### config.mk
export PLATFORM = sky130hd
export DESIGN_NAME = aes_enc_host_if_flat
export DESIGN_NICKNAME = d
export VERILOG_FILES = /design/src/rtl/aes_enc_host_if_if.sv /design/src/rtl/aes_enc_host_if.sv /design/src/flat_wrapper.sv
export SDC_FILE = /design/constraint.sdc
export NUM_CORES = 1
export LEC_CHECK = 0
export ABC_AREA = 1
export BUFFER_PORTS_ARGS = -buffer_cell sky130_fd_sc_hd__buf_2
export CAP_MARGIN = 20
export CORE_ASPECT_RATIO = 1.4
export CORE_MARGIN = 1
export CORE_UTILIZATION = 53
export DETAILED_ROUTE_END_ITERATION = 10
export GPL_TIMING_DRIVEN = 1
export HOLD_SLACK_MARGIN = 0.12
export PLACE_DENSITY_LB_ADDON = 0.2
export SLEW_MARGIN = 20
export SYNTH_ARGS = -nofsm -noshare
export SYNTH_HDL_FRONTEND = slang
export SYNTH_SLANG_ARGS = --single-unit
### constraint.sdc
create_clock -name clk -period 12.74 [get_ports clk]
set_input_delay 1.274 -clock clk [delete_from_list [all_inputs] [get_ports clk]]
set_output_delay 1.274 -clock clk [all_outputs]
set_load 0.01 [all_outputs]
### src/rtl/aes_enc_host_if_if.sv
// Host/core signal bundle for aes_enc_host_if: host register port, read port and core handshake.
// slave = the front-end block, master = host plus core environment.
interface aes_enc_host_if_if #(
   parameter int unsigned N_BYTES    = 16,
   parameter int unsigned NFLAGS     = 8,
   parameter int unsigned N_ADDR     = 2,
   parameter int unsigned FIFO_DEPTH = 4
);
   localparam int unsigned DW = N_BYTES * 8;
   localparam int unsigned CW = $clog2(FIFO_DEPTH) + 1;

   logic              wr_en;
   logic [N_ADDR-1:0] addr;
   logic [DW-1:0]     wdata;
   logic              rd_en;
   logic [DW-1:0]     rdata;
   logic              rd_valid;
   logic              core_start;
   logic [DW-1:0]     core_plaintext;
   logic [NFLAGS-1:0] core_flags;
   logic              core_done;
   logic [DW-1:0]     core_encData;
   logic              busy;
   logic [CW-1:0]     in_count;
   logic [CW-1:0]     out_count;
   logic              overflow;
   logic              timeout;

   modport slave (
      input  wr_en, addr, wdata, rd_en, core_done, core_encData,
      output rdata, rd_valid, core_start, core_plaintext, core_flags,
             busy, in_count, out_count, overflow, timeout
   );

   modport master (
      output wr_en, addr, wdata, rd_en, core_done, core_encData,
      input  rdata, rd_valid, core_start, core_plaintext, core_flags,
             busy, in_count, out_count, overflow, timeout
   );
endinterface

### src/rtl/aes_enc_host_if.sv
// Host front-end for one AES-256 encryption core: register map, input/output block FIFOs
// and a start/done sequencer. Optional WAIT watchdog enabled by defining AES_ENC_TIMEOUT_EN.
module aes_enc_host_if #(
   parameter int unsigned N_BYTES        = 16,
   parameter int unsigned NFLAGS         = 8,
   parameter int unsigned N_ADDR         = 2,
   parameter int unsigned FIFO_DEPTH     = 4,
   parameter int unsigned TIMEOUT_CYCLES = 255
) (
   input logic                 clk,
   input logic                 reset,
   aes_enc_host_if_if.slave    bus
);
   localparam int unsigned DW = N_BYTES * 8;
   localparam int unsigned PW = $clog2(FIFO_DEPTH);
   localparam int unsigned CW = PW + 1;

   localparam logic [N_ADDR-1:0] A_CTRL = N_ADDR'(0);
   localparam logic [N_ADDR-1:0] A_DATA = N_ADDR'(1);
   localparam logic [N_ADDR-1:0] A_CMD  = N_ADDR'(2);

   if (FIFO_DEPTH < 2 || (FIFO_DEPTH & (FIFO_DEPTH - 1)) != 0 || TIMEOUT_CYCLES < 2 ||
       NFLAGS < 1 || NFLAGS > DW) begin : g_param_check
      $error("aes_enc_host_if: illegal parameter combination");
   end

   typedef enum logic [1:0] {S_IDLE, S_START, S_WAIT, S_STORE} state_t;

   state_t            r_state;
   logic              r_core_start;
   logic              r_busy;
   logic [DW-1:0]     r_core_pt;
   logic [DW-1:0]     r_cap;
   logic [NFLAGS-1:0] r_ctrl;
   logic              r_overflow;
   logic [DW-1:0]     r_rdata;
   logic              r_rd_valid;

   logic [DW-1:0]     r_in_mem [FIFO_DEPTH];
   logic [PW-1:0]     r_in_wr;
   logic [PW-1:0]     r_in_rd;
   logic [CW-1:0]     r_in_count;
   logic [DW-1:0]     r_out_mem [FIFO_DEPTH];
   logic [PW-1:0]     r_out_wr;
   logic [PW-1:0]     r_out_rd;
   logic [CW-1:0]     r_out_count;

   logic w_wr_ctrl, w_wr_data, w_wr_cmd, w_flush, w_clr_err;
   logic w_in_full, w_in_empty, w_out_full, w_out_empty;
   logic w_in_push, w_in_pop, w_out_push, w_out_pop;
   logic w_launch, w_wd_expire;

   // Register decode
   assign w_wr_ctrl = bus.wr_en && (bus.addr == A_CTRL);
   assign w_wr_data = bus.wr_en && (bus.addr == A_DATA);
   assign w_wr_cmd  = bus.wr_en && (bus.addr == A_CMD);
   assign w_flush   = w_wr_cmd && bus.wdata[0];
   assign w_clr_err = w_wr_cmd && bus.wdata[1];

   assign w_in_full   = (r_in_count == CW'(FIFO_DEPTH));
   assign w_in_empty  = (r_in_count == CW'(0));
   assign w_out_full  = (r_out_count == CW'(FIFO_DEPTH));
   assign w_out_empty = (r_out_count == CW'(0));

   // Launch only when the result already has a reserved output slot
   assign w_launch   = (r_state == S_IDLE) && r_ctrl[0] && !w_in_empty && !w_out_full;
   assign w_in_push  = w_wr_data && !w_in_full;
   assign w_in_pop   = w_launch;
   assign w_out_push = (r_state == S_STORE);
   assign w_out_pop  = bus.rd_en && !w_out_empty && !w_flush;

   always_ff @(posedge clk) begin
      if (w_in_push) r_in_mem[r_in_wr] <= bus.wdata;
      if (w_out_push) r_out_mem[r_out_wr] <= r_cap;
   end

   // Input FIFO pointers and occupancy
   always_ff @(posedge clk or posedge reset) begin
      if (reset) begin
         r_in_wr    <= '0;
         r_in_rd    <= '0;
         r_in_count <= '0;
      end else if (w_flush) begin
         r_in_wr    <= '0;
         r_in_rd    <= '0;
         r_in_count <= '0;
      end else begin
         if (w_in_push) r_in_wr <= r_in_wr + PW'(1);
         if (w_in_pop)  r_in_rd <= r_in_rd + PW'(1);
         case ({w_in_push, w_in_pop})
            2'b10:   r_in_count <= r_in_count + CW'(1);
            2'b01:   r_in_count <= r_in_count - CW'(1);
            default: r_in_count <= r_in_count;
         endcase
      end
   end

   // Output FIFO pointers, occupancy and host read port
   always_ff @(posedge clk or posedge reset) begin
      if (reset) begin
         r_out_wr    <= '0;
         r_out_rd    <= '0;
         r_out_count <= '0;
         r_rdata     <= '0;
         r_rd_valid  <= 1'b0;
      end else if (w_flush) begin
         r_out_wr    <= '0;
         r_out_rd    <= '0;
         r_out_count <= '0;
         r_rd_valid  <= 1'b0;
      end else begin
         r_rd_valid <= w_out_pop;
         if (w_out_pop) begin
            r_rdata  <= r_out_mem[r_out_rd];
            r_out_rd <= r_out_rd + PW'(1);
         end
         if (w_out_push) r_out_wr <= r_out_wr + PW'(1);
         case ({w_out_push, w_out_pop})
            2'b10:   r_out_count <= r_out_count + CW'(1);
            2'b01:   r_out_count <= r_out_count - CW'(1);
            default: r_out_count <= r_out_count;
         endcase
      end
   end

   always_ff @(posedge clk or posedge reset) begin
      if (reset) begin
         r_ctrl     <= '0;
         r_overflow <= 1'b0;
      end else begin
         if (w_wr_ctrl) r_ctrl <= bus.wdata[NFLAGS-1:0];
         if (w_clr_err) r_overflow <= 1'b0;
         else if (w_wr_data && w_in_full) r_overflow <= 1'b1;
      end
   end

`ifdef AES_ENC_TIMEOUT_EN
   localparam int unsigned WD_W = ($clog2(TIMEOUT_CYCLES + 1) > 8) ? $clog2(TIMEOUT_CYCLES + 1) : 8;

   logic [WD_W-1:0] r_wd_cnt;
   logic            r_timeout;

   assign w_wd_expire = (r_state == S_WAIT) && !bus.core_done && !w_flush &&
                        (r_wd_cnt == WD_W'(TIMEOUT_CYCLES - 1));

   // Watchdog counts WAIT cycles; restarts on every entry to WAIT
   always_ff @(posedge clk or posedge reset) begin
      if (reset) begin
         r_wd_cnt  <= '0;
         r_timeout <= 1'b0;
      end else begin
         if (r_state == S_START)     r_wd_cnt <= '0;
         else if (r_state == S_WAIT) r_wd_cnt <= r_wd_cnt + WD_W'(1);
         if (w_clr_err)        r_timeout <= 1'b0;
         else if (w_wd_expire) r_timeout <= 1'b1;
      end
   end

   assign bus.timeout = r_timeout;
`else
   assign w_wd_expire = 1'b0;
   assign bus.timeout = 1'b0;
`endif

   // Sequencer: one block in flight, core_done honoured only in WAIT
   always_ff @(posedge clk or posedge reset) begin
      if (reset) begin
         r_state      <= S_IDLE;
         r_core_start <= 1'b0;
         r_busy       <= 1'b0;
         r_core_pt    <= '0;
         r_cap        <= '0;
      end else if (w_flush) begin
         r_state      <= S_IDLE;
         r_core_start <= 1'b0;
         r_busy       <= 1'b0;
      end else begin
         r_core_start <= 1'b0;
         case (r_state)
            S_IDLE: begin
               if (w_launch) begin
                  r_state      <= S_START;
                  r_core_start <= 1'b1;
                  r_busy       <= 1'b1;
                  r_core_pt    <= r_in_mem[r_in_rd];
               end
            end
            S_START: r_state <= S_WAIT;
            S_WAIT: begin
               if (bus.core_done) begin
                  r_cap   <= bus.core_encData;
                  r_state <= S_STORE;
               end else if (w_wd_expire) begin
                  r_state <= S_IDLE;
                  r_busy  <= 1'b0;
               end
            end
            S_STORE: begin
               r_state <= S_IDLE;
               r_busy  <= 1'b0;
            end
            default: begin
               r_state <= S_IDLE;
               r_busy  <= 1'b0;
            end
         endcase
      end
   end

   assign bus.rdata          = r_rdata;
   assign bus.rd_valid       = r_rd_valid;
   assign bus.core_start     = r_core_start;
   assign bus.core_plaintext = r_core_pt;
   assign bus.core_flags     = r_ctrl;
   assign bus.busy           = r_busy;
   assign bus.in_count       = r_in_count;
   assign bus.out_count      = r_out_count;
   assign bus.overflow       = r_overflow;
endmodule

### src/flat_wrapper.sv
// flat-port wrapper written by rule: the top's interface ports become plain ports
module aes_enc_host_if_flat 
#(
   parameter int unsigned N_BYTES        = 16,
   parameter int unsigned NFLAGS         = 8,
   parameter int unsigned N_ADDR         = 2,
   parameter int unsigned FIFO_DEPTH     = 4,
   parameter int unsigned TIMEOUT_CYCLES = 255
)
  (clk, reset, bus_wr_en, bus_addr, bus_wdata, bus_rd_en, bus_core_done, bus_core_encData, bus_rdata, bus_rd_valid, bus_core_start, bus_core_plaintext, bus_core_flags, bus_busy, bus_in_count, bus_out_count, bus_overflow, bus_timeout);
  aes_enc_host_if_if #(.N_BYTES(N_BYTES), .NFLAGS(NFLAGS), .N_ADDR(N_ADDR), .FIFO_DEPTH(FIFO_DEPTH)) bus_i ();
  input logic clk;
  input logic reset;
  input wire logic [$bits(bus_i.wr_en)-1:0] bus_wr_en;
  input wire logic [$bits(bus_i.addr)-1:0] bus_addr;
  input wire logic [$bits(bus_i.wdata)-1:0] bus_wdata;
  input wire logic [$bits(bus_i.rd_en)-1:0] bus_rd_en;
  input wire logic [$bits(bus_i.core_done)-1:0] bus_core_done;
  input wire logic [$bits(bus_i.core_encData)-1:0] bus_core_encData;
  output wire logic [$bits(bus_i.rdata)-1:0] bus_rdata;
  output wire logic [$bits(bus_i.rd_valid)-1:0] bus_rd_valid;
  output wire logic [$bits(bus_i.core_start)-1:0] bus_core_start;
  output wire logic [$bits(bus_i.core_plaintext)-1:0] bus_core_plaintext;
  output wire logic [$bits(bus_i.core_flags)-1:0] bus_core_flags;
  output wire logic [$bits(bus_i.busy)-1:0] bus_busy;
  output wire logic [$bits(bus_i.in_count)-1:0] bus_in_count;
  output wire logic [$bits(bus_i.out_count)-1:0] bus_out_count;
  output wire logic [$bits(bus_i.overflow)-1:0] bus_overflow;
  output wire logic [$bits(bus_i.timeout)-1:0] bus_timeout;
  assign bus_i.wr_en = bus_wr_en;
  assign bus_i.addr = bus_addr;
  assign bus_i.wdata = bus_wdata;
  assign bus_i.rd_en = bus_rd_en;
  assign bus_i.core_done = bus_core_done;
  assign bus_i.core_encData = bus_core_encData;
  assign bus_rdata = bus_i.rdata;
  assign bus_rd_valid = bus_i.rd_valid;
  assign bus_core_start = bus_i.core_start;
  assign bus_core_plaintext = bus_i.core_plaintext;
  assign bus_core_flags = bus_i.core_flags;
  assign bus_busy = bus_i.busy;
  assign bus_in_count = bus_i.in_count;
  assign bus_out_count = bus_i.out_count;
  assign bus_overflow = bus_i.overflow;
  assign bus_timeout = bus_i.timeout;
  aes_enc_host_if #(.N_BYTES(N_BYTES), .NFLAGS(NFLAGS), .N_ADDR(N_ADDR), .FIFO_DEPTH(FIFO_DEPTH), .TIMEOUT_CYCLES(TIMEOUT_CYCLES)) u_core (.clk(clk), .reset(reset), .bus(bus_i));
endmodule
Yosys cells after proc, flatten, opt, wreduce, memory -nomap -nowiden:

Memory sizes are Yosys's and may differ from the RTL's. A register that Yosys moved wholly into a read port is not among the register bits.
Index checks and enable logic that the tools add are counted.

* output and inout port bits: 275
* memory bits (writable): 1024
* bits in read-only memories: 0
* bits in latches: 0
* logic and storage cells: 100
* memories: 2
* flip-flop bits (word level): 156
* bits of input ports: 263

Memory list
* u_core.r_in_mem: depth 4, bits a word 128, read ports 1, clocked after memory_dff 1, wr ports 1, line aes_enc_host_if.sv:39 `logic [DW-1:0] r_in_mem [FIFO_DEPTH];`
* u_core.r_out_mem: depth 4, bits a word 128, read ports 1, clocked after memory_dff 1, wr ports 1, line aes_enc_host_if.sv:43 `logic [DW-1:0] r_out_mem [FIFO_DEPTH];`

* shift operators: 0
* multipliers: 0
* multiplexer cells: 29
* $lt $le $gt $ge: 0
* divide/modulo/power cells: 0
* bitwise operators: 1
* add/subtract/negate cells: 8
* reduce and logical (&&, ||, !) cells: 34
* equality and inequality tests: 13

Operators with widths (number)
* $mux W2: 11
* $logic_and A1 B1 Y1: 12
* $mux W1: 12
* $pmux W3 S2: 2
* $eq A2 B2 Y1 const B: 5
* $reduce_bool A2 Y1: 5
* $reduce_bool A3 Y1: 3
* $add A2 B1 Y2 const B: 4
* $eq A2 B1 Y1 const B: 4
* $pmux W2 S4: 1
* $add A3 B1 Y3 const B: 2
* $eq A3 B3 Y1 const B: 2
* $logic_not A3 Y1: 2
* $mux W3: 2
* $reduce_and A2 Y1: 3
* $reduce_and A3 Y1: 2
* $sub A3 B1 Y3 const B: 2
* $logic_not A1 Y1: 5
* $logic_not A2 Y1: 2
* $ne A3 B1 Y1 const B: 1
* $ne A3 B2 Y1 const B: 1
* $pmux W1 S2: 1
* $not A1 Y1: 1

Longest topological paths before layout:

* word-level depth: 8
* depth in mapped cells: 13
* mapped depth without buffers: 12

Least setup slack after synthesis:

Ideal clock, no wire load.

* kind: in2reg
* start: input bus_wr_en
* end: memory u_core.r_in_mem[0][0] (netlist name), enable pin
* data required time: 12123 ps
* setup time: 617 ps
* buffers on the path: 0
* path slack: 5215 ps
* arrival: 6908 ps
* stages on the path: 4
* cell sequence: nand2_1 nor2_1 nand2_1 nor2_1

* cells in the longest elaborated chain, start to end: 4

RTL lines
* start: declaration: line flat_wrapper.sv:14 `input wire logic [$bits(bus_i.wr_en)-1:0] bus_wr_en;`
* $logic_and A1 B1 Y1: line aes_enc_host_if.sv:55 `assign w_wr_data = bus.wr_en && (bus.addr == A_DATA);`
* $logic_and A1 B1 Y1: line aes_enc_host_if.sv:67 `assign w_in_push = w_wr_data && !w_in_full;`
* $mux W1: line aes_enc_host_if.sv:73 `if (w_in_push) r_in_mem[r_in_wr] <= bus.wdata;`
* $mux W1 (implied by the code): line aes_enc_host_if.sv:73
* end: declaration: line aes_enc_host_if.sv:39

No other way between the ends.

==> impl_metrics.csv <==
group,metric,value,unit
run_status,status,"complete, but fails checks",
run_status,failed_checks,"DRC",
clock_tree,cts_setup_buffers,0,
die,dieArea,104000,um^2
synth,yosysMostFrequentCell,"edfxtp_1",
clock_tree,insertion_delay,750,ps
synth,synth_xor_xnor_area_share,0.000481,
timing,setup_viol,0,
timing,fin_crit,3770,ps
die,top_level_ports,538,
route,wl_per_cell,20.8,um
global_route,track_usage,0.254,
synth,netlist_area,54600,um^2
timing,max-slew-margin-rel,0.241,
cells_and_area,syn2layout_area_growth,14.4,%
critical_path,setup.worst_path.class,"flop to flop",
clock_tree,cts-hold-fix-buffers,0,
timing,finalSetupTns,0,ps
clock_tree,clk_pin_slew,60,ps
synth,ys_seq_elements,1436,
synth,synthAdderAreaFrac,0.00394,
timing,finalWorstSetupSlack,8970,ps
synth,synthMuxAreaShare,0.00144,
synth,synth_compound_gate_area_share,0.110,
synth,synth_top_cell_by_area,"edfxtp_1",
timing,finalCritPeriodShare,0.296,
timing,fmax,0.266,GHz
clock_tree,root_buffer,"clkbuf_16",
synth,ys_seq_area_frac,0.752,
global_route,grt_pass1_vias,34261,
synth,synth_common_cells,"edfxtp_1, nand2_1, nor2_1",
placed_design,routabilityCongestion,0.779,
power,p_leak,0.0244,uW
critical_path,critPathBufInv,3,
placed_design,post_dp_cell_area,58000,um^2
synth,synth_edf_count,1024,
synth,synth_area_leaders,"edfxtp_1, dfrtp_1, o21ai_0, nand2_1, nor2_1",
clock_tree,cts_tree,"built",
critical_path,start_kind,"flop",
critical_path,worstPathArrival,4450,ps
global_route,grt_pass1_wl,201,mm
synth,ys.flop_type,"edfxtp_1",
placed_design,port_buffers,536,
critical_path,cp.required,13420,ps
critical_path,cpPeakStageDelay,900,ps
route,wl,132,mm
global_route,antenna_found_initial,48,
synth,syn_nets,4719,
min_path,hold_path_class,"flop to flop",
clock_tree,clock-sinks,1436,
clock_tree,cts_inserted_buffers,136,
power,power.density,237,nW/um^2
synth,synth-simple-area-share,0.0944,
die,die_y,382,um
die,die_w,273,um
synth,syn_inst,4440,
critical_path,cp_top_family,"buffers and inverters",
power,vdd_ir_drop_max,0.295,mV
cells_and_area,finish.utilization,0.611,
route,first_iter_violations,2697,
route,vias,35021,
route,first_pass_iters,8,
critical_path,critical-path-slowest-cell,"buf_4",
synth,yosysWarnings,0,
synth,synth_top_area_share,0.563,
synth,synth_top_family_by_area,"compound AO/OA/AOI/OAI gates",
synth,avgSynthCellArea,12.3,um^2
die,core,102000,um^2
power,total_power,14800,uW
global_route,grt_max_degree,199,
synth,yosys.cell_types.count,31,
cells_and_area,final_cell_area,62500,um^2
synth,async_reset_ff_frac,0.287,
critical_path,cp_max_fo,97,
critical_path,rrSetupSlack,8970,ps
timing,rsz0062_at_grt,"no",
critical_path,cp-end-kind,"flop",
route,drc,4,
critical_path,critical_path.cell_chain,"inv_6 > buf_4 > buf_4 > o21ai_0 > o22ai_1 > nand2_1 > nand2_1",
clock_tree,ctsResizeCount,0,
flow_run,maxCapViolCount,0,
placed_design,dpl.hpwl,70.9,mm
timing,final_max_slew_viol_count,0,
timing,fin_worst_skew,27.2,ps
clock_tree,htree_num_levels,4,
die,start_util,0.534,
die,num_rows,139,
clock_tree,cts_buffer_depth,3,
cells_and_area,final_layout_size_suffix_gt1_frac,0.162,
global_route,grt_overflow,0,
placed_design,dp_slack,8340,ps
route,antenna_left,0,
timing,worst_slew_pin_slew,1140,ps
timing,hold_viol,0,
cells_and_area,nets,5146,
route,viasPerCell,5.54,
[worst reg2reg max path: stages, from the launching register on]
cell and delay [ps]:
dfrtp_4 650, inv_6 530, buf_4 920, buf_4 1040
o21ai_0 230, o22ai_1 190, nand2_1 90, nand2_1 90
[area by class of cell]
| class | instances | area, um^2 |
|---|---|---|
| diodes | 9 | 22.5 |
| clock buffers | 186 | 3770 |
| clock inverters | 64 | 664 |
| fillers | 7966 | 39800 |
| inverters | 168 | 672 |
| multi-input cells | 2551 | 11600 |
| flip-flops and latches | 1436 | 41100 |
| well taps | 1339 | 1680 |
| repair buffers | 574 | 3010 |
[path summary, 6_finish.rpt]
path | to | start | cells after the start
worst max-delay path | u_core.bus.rdata[106]$_DFFE_PP0P_ | u_core.r_out_rd[0]$_DFFE_PP0P_ | 7
worst min-delay path | u_core.bus.busy$_DFFE_PP0P_ | u_core.bus.busy$_DFFE_PP0P_ | 2
worst max register to register | u_core.bus.rdata[106]$_DFFE_PP0P_ | u_core.r_out_rd[0]$_DFFE_PP0P_ | 7
worst min register to register | u_core.bus.busy$_DFFE_PP0P_ | u_core.bus.busy$_DFFE_PP0P_ | 2
max in group asynchronous | u_core.r_cap[61]$_DFFE_PP0P_ | reset | 4
min in group asynchronous | u_core.bus.core_plaintext[117]$_DFFE_PP0P_ | reset | 2
[metal layers]
metal  track usage  up-vias  wire length, um
met2         0.410     1155            63400
met5             0        -              491
met1         0.323    17200            52400
li1              -    16316                -
met3        0.0839      272            12000
met4        0.0809       78             3270
[sequential cells by signal, indices dropped and copies added, names as in the netlist]
signal                     flops
u_core.bus.core_start          1
u_core.bus.rdata             128
u_core.bus.busy                1
u_core.r_out_mem             512
u_core.bus.in_count            3
u_core.bus.out_count           3
u_core.r_in_wr                 2
u_core.r_in_mem              512
u_core.bus.rd_valid            1
u_core.r_out_wr                2
u_core.bus.core_flags          8
u_core.bus.overflow            1
u_core.r_out_rd                2
u_core.bus.core_plaintext    128
u_core.r_cap                 128
u_core.r_in_rd                 2
u_core.r_state                 2
[placed cells by master (no fill, tap or decap), types with 4 or more instances in the layout]
master     instances
clkbuf_16        139
inv_6             14
diode_2            9
o21ai_1          403
nand3_1           11
clkinv_8           4
dfrtp_1          408
edfxtp_1        1024
nand2_1          676
clkbuf_1          35
buf_4             35
o22ai_1          128
dfrtp_4            4
buf_2            536
nor2_1           650
clkinv_1          16
clkbuf_8          12
inv_1            157
ha_1              14
mux2_2             7
nor3_1             4
bufinv_16         11
clkinv_2          22
o21ai_0          633
nor2_4             6
[per-stage QoR]
step / std cells / hold slack [ps]
after floorplan: 4440 / 469
after global placement: 6068 / 456
after detailed placement: 6068 / 463
after CTS: 6318 / 478
after global routing: 6322 / 510
final: 6327 / 476
[kinds of logic after synthesis]
kind of cell             count (synthesis)
flip-flops                            1436
AND/OR/NAND/NOR                       1356
AO/OA/AOI/OAI                         1168
buffers and inverters                  453
adder cells (fa/ha/maj)                 16
multiplexers                             7
XOR/XNOR                                 3
other                                    1
[where the power goes]
group | internal [uW] | leakage (uW) | switching (uW) | total (uW)
registers | 6200 | 0.0143 | 654 | 6850
logic | 1240 | 0.00789 | 2700 | 3940
clock network | 2310 | 0.00218 | 1700 | 4020
(Power assumes the default switching activity.)
